==> src/rtl/fusion_ctrl.sv <==
// Job sequencer for one fusion_unit: latches a job config, streams operand pairs, and
// accumulates the unit's psum into a signed dot product. Option: FUSION_CTRL_SAT_EN (saturate).
//
// state | meaning
// IDLE  | waiting for a job config (cfg_ready high once out of reset)
// RUN   | streaming operand beats until cfg_len beats are accepted
// DRAIN | last beat's psum is being accumulated
// DONE  | result offered on res_*; waits for res_ready
module fusion_ctrl #(
  parameter int LEN_W = 8,
  parameter int ACC_W = 32
) (
  input  logic             clk,
  input  logic             RST,
  input  logic             cfg_valid,
  output logic             cfg_ready,
  input  logic [2:0]       cfg_input_bitwidth,
  input  logic [2:0]       cfg_weight_bitwidth,
  input  logic [3:0]       cfg_input_sign,
  input  logic [3:0]       cfg_weight_sign,
  input  logic [LEN_W-1:0] cfg_len,
  input  logic             in_valid,
  output logic             in_ready,
  input  logic [31:0]      in_input,
  input  logic [31:0]      in_weight,
  output logic [2:0]       fu_input_bitwidth,
  output logic [2:0]       fu_weight_bitwidth,
  output logic [3:0]       fu_input_sign,
  output logic [3:0]       fu_weight_sign,
  output logic [31:0]      fu_input_forward,
  output logic [31:0]      fu_weight,
  input  logic [31:0]      fu_psum,
  output logic             res_valid,
  input  logic             res_ready,
  output logic [ACC_W-1:0] res_data,
  output logic             res_sat,
  output logic             busy
);

  typedef enum logic [1:0] {IDLE, RUN, DRAIN, DONE} state_t;

  state_t                  state, state_nxt;
  logic [LEN_W-1:0]        cnt, len_q;
  logic                    beat_q;
  logic                    live_q;
  logic signed [ACC_W-1:0] acc, acc_nxt;
  logic                    cfg_take, beat_take, cnt_lt;

  assign cnt_lt   = (cnt < len_q);
  assign res_data = acc;

  always_ff @(posedge clk or posedge RST) begin
    if (RST) state <= IDLE;
    else     state <= state_nxt;
  end

  // live_q keeps cfg_ready low while reset is asserted and for the first edge after it
  always_comb begin
    state_nxt = state;
    cfg_ready = 1'b0;
    in_ready  = 1'b0;
    res_valid = 1'b0;
    busy      = 1'b1;
    cfg_take  = 1'b0;
    beat_take = 1'b0;
    case (state)
      IDLE: begin
        busy      = 1'b0;
        cfg_ready = live_q;
        if (cfg_valid && live_q) begin
          cfg_take  = 1'b1;
          state_nxt = (cfg_len == '0) ? DONE : RUN;
        end
      end
      RUN: begin
        in_ready = cnt_lt;
        if (in_valid && cnt_lt) begin
          beat_take = 1'b1;
          if ((cnt + LEN_W'(1)) == len_q) state_nxt = DRAIN;
        end
      end
      DRAIN: state_nxt = DONE;
      DONE: begin
        res_valid = 1'b1;
        if (res_ready) state_nxt = IDLE;
      end
      default: state_nxt = IDLE;
    endcase
  end

  always_ff @(posedge clk or posedge RST) begin
    if (RST) begin
      live_q             <= 1'b0;
      fu_input_bitwidth  <= '0;
      fu_weight_bitwidth <= '0;
      fu_input_sign      <= '0;
      fu_weight_sign     <= '0;
      fu_input_forward   <= '0;
      fu_weight          <= '0;
      len_q              <= '0;
      cnt                <= '0;
      beat_q             <= 1'b0;
      acc                <= '0;
    end else begin
      live_q <= 1'b1;
      if (cfg_take) begin
        fu_input_bitwidth  <= cfg_input_bitwidth;
        fu_weight_bitwidth <= cfg_weight_bitwidth;
        fu_input_sign      <= cfg_input_sign;
        fu_weight_sign     <= cfg_weight_sign;
        len_q              <= cfg_len;
        cnt                <= '0;
        beat_q             <= 1'b0;
        acc                <= '0;
      end else begin
        beat_q <= beat_take;
        if (beat_take) begin
          fu_input_forward <= in_input;
          fu_weight        <= in_weight;
          cnt              <= cnt + LEN_W'(1);
        end
        if (beat_q) acc <= acc_nxt;
      end
    end
  end

`ifdef FUSION_CTRL_SAT_EN
  // Sum is formed one bit wider than both operands so overflow is visible before clamping
  localparam int SW = ((ACC_W > 32) ? ACC_W : 32) + 1;
  localparam logic signed [SW-1:0] ACC_MAX = {{(SW-ACC_W+1){1'b0}}, {(ACC_W-1){1'b1}}};
  localparam logic signed [SW-1:0] ACC_MIN = ~ACC_MAX;

  logic signed [SW-1:0] sum_w;
  logic                 clamp_hi, clamp_lo;
  logic                 sat_q;

  assign sum_w    = SW'(acc) + SW'($signed(fu_psum));
  assign clamp_hi = (sum_w > ACC_MAX);
  assign clamp_lo = (sum_w < ACC_MIN);
  assign acc_nxt  = clamp_hi ? ACC_MAX[ACC_W-1:0] :
                    clamp_lo ? ACC_MIN[ACC_W-1:0] : sum_w[ACC_W-1:0];

  always_ff @(posedge clk or posedge RST) begin
    if (RST)                                   sat_q <= 1'b0;
    else if (cfg_take)                         sat_q <= 1'b0;
    else if (beat_q && (clamp_hi || clamp_lo)) sat_q <= 1'b1;
  end

  assign res_sat = sat_q;
`else
  assign acc_nxt = acc + ACC_W'($signed(fu_psum));
  assign res_sat = 1'b0;
`endif

endmodule

==> config.mk <==
export PLATFORM = sky130hd
export DESIGN_NAME = fusion_ctrl
export DESIGN_NICKNAME = d
export VERILOG_FILES = /design/src/rtl/fusion_ctrl.sv
export SDC_FILE = /design/constraint.sdc
export NUM_CORES = 1
export LEC_CHECK = 0
export ABC_AREA = 1
export BUFFER_PORTS_ARGS = -buffer_cell sky130_fd_sc_hd__buf_4
export CORE_MARGIN = 1.5
export CORE_UTILIZATION = 46
export CTS_CLUSTER_SIZE = 14
export DETAILED_ROUTE_END_ITERATION = 8
export GPL_TIMING_DRIVEN = 1
export PLACE_DENSITY_LB_ADDON = 0.25
export SLEW_MARGIN = 20
export SYNTH_ARGS = -nofsm -noshare
export SYNTH_HDL_FRONTEND = slang
export SYNTH_SLANG_ARGS = --single-unit
==> constraint.sdc <==
create_clock -name clk -period 3.5 [get_ports clk]
set_input_delay 0.35 -clock clk [delete_from_list [all_inputs] [get_ports clk]]
set_output_delay 0.35 -clock clk [all_outputs]
set_load 0.005 [all_outputs]
# After elaboration in Yosys (flattened, before gate mapping)
# Index checks and enable logic that the tools add are counted.
word_totals:
  register_bits: 130
  in_bits: 123
  out_inout_bits: 115
  wordCells: 51
op_classes:
  addsub: 2
  n_lt_le_gt_ge: 1
  eq_ne: 8
  mux: 19
  n_bitwise: 1
  n_reduce_logical: 8
ops:
  columns: ["op", "n"]
  rows:
  - ["32-bit 2-to-1 mux", 2]
  - ["32-bit adder", 1]
  - ["8-bit 2-to-1 mux", 2]
  - ["2-bit 2-to-1 mux", 5]
  - ["1-bit 2-to-1 mux", 9]
  - ["8-bit by 1-bit adder with 8-bit output, second input constant", 1]
  - ["8-bit == test", 1]
  - ["8-bit zero test", 1]
  - ["8-bit less-than comparator", 1]
  - ["2-bit != test, second input constant", 4]
  - ["2-bit case mux with 4 select lines", 1]
  - ["2-bit == test, second input constant", 2]
  - ["4-bit AND reduction", 1]
  - ["2-bit nonzero test", 2]
  - ["2-bit by 1-bit == test with 1-bit output, second input constant", 1]
  - ["1-bit logical AND", 2]
  - ["2-bit zero test", 1]
  - ["2-bit AND reduction", 1]
  - ["1-bit NOT", 1]

# Depth between registers and ports, before layout
# Gate-level depths: netlist of the first run.
logic_depth:
  depth_word: 6
  depth_mapped: 15
  ltp_nobuf: 15

# Least setup slack after synthesis of the first run
# Ideal clock, no wire load.
synth_timing:
  path_kind: "register to register"
  startpoint: "register acc[0] (netlist: res_data[0])"
  endpoint: "register acc[16] (netlist: res_data[16])"
  setup_time_ns: 0.117
  t_arrival_ns: 1.859
  required_time_ns: 3.383
  setup_slack_ns: 1.524
  path_stages_with_launch: 14
  n_path_buf: 0
  synth_period_minus_slack_ns: 1.976
  cell_sequence: "dfrtp_1 > ha_1 > fa_1 > nand2_1 > nand2_1 > nand2_1 > nand2_1 > nand2_1 > nand3_1 > nand2_1 > nand2_1 > or2_2 > nand3_1 > nand2_1"
synth_via:
  elab_chain_len: 3
synth_lines:
  columns: ["item", "line_no", "rtl"]
  rows:
  - ["from (decl)", "46", "logic signed [ACC_W-1:0] acc, acc_nxt;"]
  - ["from (signal assigned)", "122", "if (beat_q) acc <= acc_nxt;"]
  - ["32-bit adder", "151", "assign acc_nxt = acc + ACC_W'($signed(fu_psum));"]
  - ["32-bit 2-to-1 mux", "122", null]
  - ["32-bit 2-to-1 mux", "106", "if (cfg_take) begin"]
# Every way passes these cells. The select of a mux whose other input is x is not followed.
# A chain may end at the register's enable or synchronous reset.

# Worst setup path after layout of the first run
layout_timing:
  startpoint: "register cnt[7]"
  endpoint: "register fu_weight[13]"
layout_via:
  elab_chain_len: 5
layout_lines:
  columns: ["item", "line_no", "rtl"]
  rows:
  - ["from (decl)", "43", "logic [LEN_W-1:0] cnt, len_q;"]
  - ["from (signal assigned)", "120", "cnt <= cnt + LEN_W'(1);"]
  - ["8-bit less-than comparator", "49", "assign cnt_lt = (cnt < len_q);"]
  - ["1-bit logical AND", "77", "if (in_valid && cnt_lt) begin"]
  - ["1-bit 2-to-1 mux", "77", null]
  - ["1-bit 2-to-1 mux", "66", "case (state)"]
  - ["2-bit AND reduction (no line)", null, null]
  - ["to (signal assigned)", "119", "fu_weight <= in_weight;"]
  - ["to (decl)", "31", "output logic [31:0] fu_weight,"]
# Every way passes these cells.

==> results of run 1 <==
==> cell usage in the layout (no fill, tap or decap), types with 3 or more instances in the layout <==
cell type	netlist	final
inv_2	4	4
o21ai_0	51	51
nor3_1	8	8
inv_1	64	63
and2_1	3	3
buf_4	1	242
or2_2	5	5
nand2_1	455	455
dfrtp_1	130	130
clkinvlp_4	0	6
o22ai_1	5	5
o21bai_1	4	4
a21oi_1	47	47
nand3_1	45	45
clkbuf_16	0	17
nand3b_1	6	6
ha_1	44	44
nor2_1	64	64
==> cell usage after synthesis (2+ instances only) <==
| cell type | instances |
|---|---|
| ha_1 | 44 |
| o21bai_1 | 4 |
| clkbuf_1 | 9 |
| inv_2 | 4 |
| nor2_1 | 64 |
| o21a_1 | 2 |
| xor2_1 | 2 |
| nor2_4 | 2 |
| nor3_1 | 8 |
| a21oi_1 | 47 |
| nor4_1 | 2 |
| nand3b_1 | 6 |
| a22o_1 | 2 |
| or2_2 | 5 |
| a21o_1 | 2 |
| a21boi_0 | 2 |
| dfrtp_1 | 130 |
| o21ai_0 | 51 |
| nand2_1 | 455 |
| inv_1 | 64 |
| nand3_1 | 45 |
| buf_2 | 9 |
| buf_6 | 4 |
| o22ai_1 | 5 |
| and2_1 | 3 |
| conb_1 | 2 |
==> power groups by stage <==
stage | Combinational, W | Clock [W] | Sequential, W
floorplan | 0.00218 | 0 | 0.00260
global placement | 0.00371 | 0 | 0.00261
detailed placement | 0.00380 | 0 | 0.00260
CTS | 0.00382 | 0.00172 | 0.00261
global route | 0.00432 | 0.00179 | 0.00270
finish | 0.00380 | 0.00169 | 0.00262
==> final timing paths <==
kind,slack [ns],endpoint,from,depth (start not counted)
worst max-delay path,1.14,fu_weight[13],cnt[7],10
worst min-delay path,0.11,fu_input_forward[20],in_input[20],3
worst max register to register,1.14,fu_weight[13],cnt[7],10
worst min register to register,0.48,fu_input_forward[28],fu_input_forward[28],2
max in group asynchronous,2.52,res_data[3],RST,3
min in group asynchronous,0.13,fu_weight[21],RST,2
==> cells by family after synthesis <==
group,after synthesis,synth area share
AOI/OAI and AO/OA,119,0.0887
xor gates and xnor gates,2,0.00242
adders and majority gates,45,0.0787
buffers and inverters,92,0.0539
DFF,130,0.449
other,2,0.00104
and+or+nand+nor,593,0.326
==> per-layer routing <==
metal	routed length, µm	up-vias	part of all wire	track usage
met5	0	-	0	0
met4	699	0	0.033	0.126
met3	1480	43	0.070	0.0773
met2	10300	246	0.49	0.442
met1	8610	3371	0.41	0.307
li1	-	3618	-	-
==> worst register-to-register path: cells and delay by family, from the launching register on <==
family	cells	cell delay (ns)
AO/OA/AOI/OAI	2	0.32
adder cells (fa/ha/maj)	1	0.33
buffers and inverters	2	0.75
flip-flops	1	0.40
AND/OR/NAND/NOR	5	0.50
==> sequential cells by signal, summed over array words and instances (netlist names), 2 cells and up <==
register            count
fu_weight              32
fu_input_forward       32
len_q                   8
state                   2
cnt                     8
res_data               32
fu_input_bitwidth       3
fu_weight_bitwidth      3
fu_weight_sign          4
fu_input_sign           4
==> final cells by class <==
| type | instances | area share |
|---|---|---|
| multi-input combinational | 761 | 0.369 |
| sequential | 130 | 0.333 |
| timing repair buffer | 243 | 0.188 |
| clock buffer | 20 | 0.0457 |
| tap | 211 | 0.0270 |
| inverter | 68 | 0.0265 |
| clock inverter | 11 | 0.0110 |
==> through the flow <==
stage	setup WS, ns	hold WS, ns	cells	power, W	util
after floorplan	1.52	0.446	983	0.00478	-
after global placement	1.25	0.459	1413	0.00632	0.602
after detailed placement	1.18	0.466	1413	0.00640	0.602
after CTS	1.14	0.100	1444	0.00815	0.638
after global routing	0.951	0.100	1444	0.00881	0.638
final	1.14	0.114	1444	0.00811	0.638
==> out/metrics.yaml, run 1 <==
die:
  ios: 238
  initial_core_util: 0.473
  die_h_um: 129
  die_x_um: 129
  dieArea_um2: 16500
  coreArea_um2: 15300
  core.rowCount: 45
critical_path:
  slowest_stage: "dfrtp_1"
  slowest_delay_ns: 0.40
  crit_required_ns: 3.86
  start_kind: "flop"
  cp-end-kind: "flop"
  critPathArrivalTime_ns: 2.72
  worstPathMaxFanout: 28
  crit_top_cell: "nand2_1"
  path_buf_inv: 2
  crit_family: "buffers and inverters"
  crit_path_cell_trace: "ha_1 > a21oi_1 > o21a_1 > nand2_1 > nor2_4 > nand3_2 > inv_2 > buf_4 > nand2_1 > nand2_1"
  critPathKind: "flop to flop"
yosys:
  ys_ff_latch: 130
  synth_top_area_share: 0.449
  synth_edf_count: 0
  synth_area_um2: 7250
  synth_nets: 1151
  netlist_top_cells_area: "dfrtp_1 45%, nand2_1 24%, ha_1 7.6%, o21ai_0 3.5%, inv_1 3.3%"
  synth_cell_type_count: 36
  ys_warn_count: 0
  synthFlopType: "dfrtp_1"
  yosysTopAreaCell: "dfrtp_1"
  ys_seq_area_frac: 0.449
  syn_inst: 983
  syn_avg_cell_area_um2: 7.37
  async_flop_share: 1.00
cts:
  clock_latency_ns: 0.43
  cts_root_buffer: "clkbuf_16"
  cts-buffers-inserted: 17
  hold_buffers: 0
  cts_setup_buffers: 0
  clockBufferDepth: 2
  ctsResizeCount: 0
  clk_pin_slew_ns: 0.06
  clock-sinks: 130
  cts_tree: "done"
  h-tree-depth: 4
final_layout:
  antenna_cells: 0
  fillers: 1408
  area_delta_synth_final_pct: 34.8
  nNetsFinal: 1389
  final_cell_area_um2: 9770
  drive_gt1_frac: 0.232
  regArea_um2: 3250
  multi_input_area_um2: 3600
pwr:
  clkPwrFrac: 0.208
  netSwitchingPower_w: 0.00328
  p_leak_nw: 5.38
  peakVddDrop_mv: 0.404
  pwr-share-comb: 0.469
  p_int_w: 0.00483
  pwr-share-seq: 0.323
  power.density_nw_per_um2: 830
  switching_share: 0.404
sta:
  rsz0062_at_grt: "false"
  fmax_mhz: 424
  skew_ns: 0.0120
  slew_viol_final: 0
  max_slew.worst_pin.slew_ns: 0.950
  slew_headroom: 0.365
  hold_viol: 0
  finalCritPeriodShare: 0.673
  period_needed_ns: 2.36
  tns_ns: 0
  setup_viol_count_final: 0
grt:
  antenna_found_initial: 0
  grt_overflow_total: 0
  grt_max_degree: 71
  grt_pass1_wl_um: 33400
  track_usage: 0.262
  grt_pass1_vias: 6931
detailed_routing:
  wirelength_um: 21100
  post_drt_via_cell_ratio: 5.04
  first_pass_iters: 5
  drc_errors: 0
  ant_nets: 0
  wire_per_inst_um: 14.6
  drt_iter0_drc: 532
  vias: 7278
place:
  place_area_um2: 9220
  numPortBuffers: 236
  place.detailed.hpwl_um: 15600
  place_congestion: 0.958
run_status:
  status: "complete, no violations"
run:
  max_cap_violations: 0
hold_path:
  hp-class: "input pin to flop"
Note: power is estimated with default switching activity, not from simulation.
==> inputs of run 2 (changes only) <==
==> constraint.sdc (replaced) <==
create_clock -name clk -period 2 [get_ports clk]
set_input_delay 0.2 -clock clk [delete_from_list [all_inputs] [get_ports clk]]
set_output_delay 0.2 -clock clk [all_outputs]
set_load 0.005 [all_outputs]
==> run 2 against run 1 <==
Net effect:
- register-to-register slack got worse by 1.1 ns
- cell area up 18%
- clock-buffer cell count up 3
- critical path depth down 1
- worst hold slack lost 0.099 ns
- combinational power rose by 120%
==> out/metrics.yaml, run 2 (same netlist as run 1, synthesis figures left out) <==
pwr:
  power.density_nw_per_um2: 1390
  p_leak_nw: 6.13
  peakVddDrop_mv: 0.843
  p_total_w: 0.0160
die:
  dieArea_um2: 16500
  initial_core_util: 0.473
  core.rowCount: 45
  ios: 238
  die_h_um: 129
  coreArea_um2: 15300
  die_x_um: 129
place:
  place_congestion: 0.914
  numPortBuffers: 236
  place_area_um2: 9630
  preCtsSetupSlack_ns: -0.0986
  place.detailed.hpwl_um: 16300
sta:
  skew_ns: 0.0133
  hold_viol: 0
  setup_ws_ns: 0.00322
  rsz0062_at_grt: "true"
  setup_viol_count_final: 0
  finalCritPeriodShare: 0.998
  hold_ws_ns: 0.0149
  fmax_mhz: 501
  slew_viol_final: 0
  period_needed_ns: 2.00
grt:
  track_usage: 0.312
  grt_overflow_total: 0
  antenna_found_initial: 0
  grt_pass1_vias: 8301
  grt_max_degree: 71
  grt_pass1_wl_um: 39900
run:
  max_cap_violations: 0
critical_path:
  critPathKind: "flop to primary output"
  start_kind: "flop"
  cp-end-kind: "primary output"
  critPathArrivalTime_ns: 1.80
  worstPathMaxFanout: 2
  crit_required_ns: 1.80
detailed_routing:
  wl_met2_um: 12900
  drt_iter0_drc: 588
  top_layer: "met4"
  wl_met3_um: 1690
  first_pass_iters: 5
  vias: 8250
  drc_errors: 0
  wire_per_inst_um: 16.1
  ant_nets: 0
  drt-met1-wl_um: 9750
  wirelength_um: 25500
  post_drt_via_cell_ratio: 5.20
run_status:
  status: "complete, no violations"
final_layout:
  finish.utilization: 0.751
  layout_commonest_cell: "nand2_1"
  area_delta_synth_final_pct: 58.6
  drive_gt1_frac: 0.307
  final_cell_area_um2: 11500
  final_cell_mix: "426 x nand2_1, 294 x buf_4, 130 x dfrtp_1"
  nNetsFinal: 1530
cts:
  cts-buffers-inserted: 17
  cts_tree: "done"
  clock_latency_ns: 0.42
  clk_pin_slew_ns: 0.06
  cts_root_buffer: "clkbuf_16"
  clockBufferDepth: 2
  h-tree-depth: 4
  clock-sinks: 130
hold_path:
  hp-class: "input pin to flop"
[run 2: changes by cell type in the layout (fill, tap and decap cells not counted), sizes merged]
cell	previous run	this run
dlygate4sd3	0	82
buf	243	302
clkbuf	20	23
clkinvlp	6	4
diode	0	1
inv	69	68
[run 2: critical path: stages, from the launching register on]
cell and delay, ns:
dfrtp_1 0.36, inv_2 0.05, ha_1 0.30, a21oi_2 0.14
o21ai_1 0.07, nand2_1 0.07, nand2_2 0.07, nor2_4 0.09
buf_4 0.12, buf_4 0.10
[run 2: area by class of cell]
| type | instances | area [µm²] |
|---|---|---|
| Tap cell | 211 | 264 |
| Fill cell | 1092 | 3820 |
| Clock buffer | 23 | 468 |
| Timing Repair Buffer | 384 | 3160 |
| Sequential cell | 130 | 3250 |
| Clock inverter | 8 | 80.1 |
| Inverter | 68 | 264 |
| Antenna cell | 1 | 2.50 |
| Multi-Input combinational cell | 761 | 4000 |
[run 2: timing repair]
item	4_1_cts	5_1_grt
endpoints found under the hold margin	99	0
gates resized for setup	22	91
pin swaps	9	23
buffers inserted	5	4
endpoints found under the setup margin	82	80
hold buffers	82	0
[run 2: final timing paths]
| kind | from | to | slack [ns] | cells past startpoint |
|---|---|---|---|---|
| setup / recovery | len_q[1] | in_ready | 0.003 | 9 |
| hold / removal | cfg_len[3] | len_q[3] | 0.01 | 3 |
| setup reg to reg | res_data[12] | res_data[16] | 0.01 | 11 |
| hold reg to reg | fu_weight[28] | fu_weight[28] | 0.48 | 2 |
| max in group asynchronous | RST | res_data[3] | 0.94 | 4 |
| min in group asynchronous | RST | res_data[30] | 0.37 | 3 |
[run 2: metal layers]
metal	global-route usage	vias up
met1	0.352	3865
met5	0	-
met4	0.182	0
li1	-	3893
met2	0.539	392
met3	0.0761	100
[run 2: per-stage QoR]
stage / TNS (ns) / instances
after floorplan: 0 / 983
after global placement: -0.338 / 1463
after detailed placement: -2.93 / 1463
after CTS: -0.0277 / 1581
after global routing: -1.25 / 1585
final: 0 / 1586
[run 2: power breakdown]
part / switching, W / internal, W
Sequential: 0.000835 / 0.00379
Combinational: 0.00450 / 0.00392
Clock: 0.00117 / 0.00177
Total: 0.00651 / 0.00948
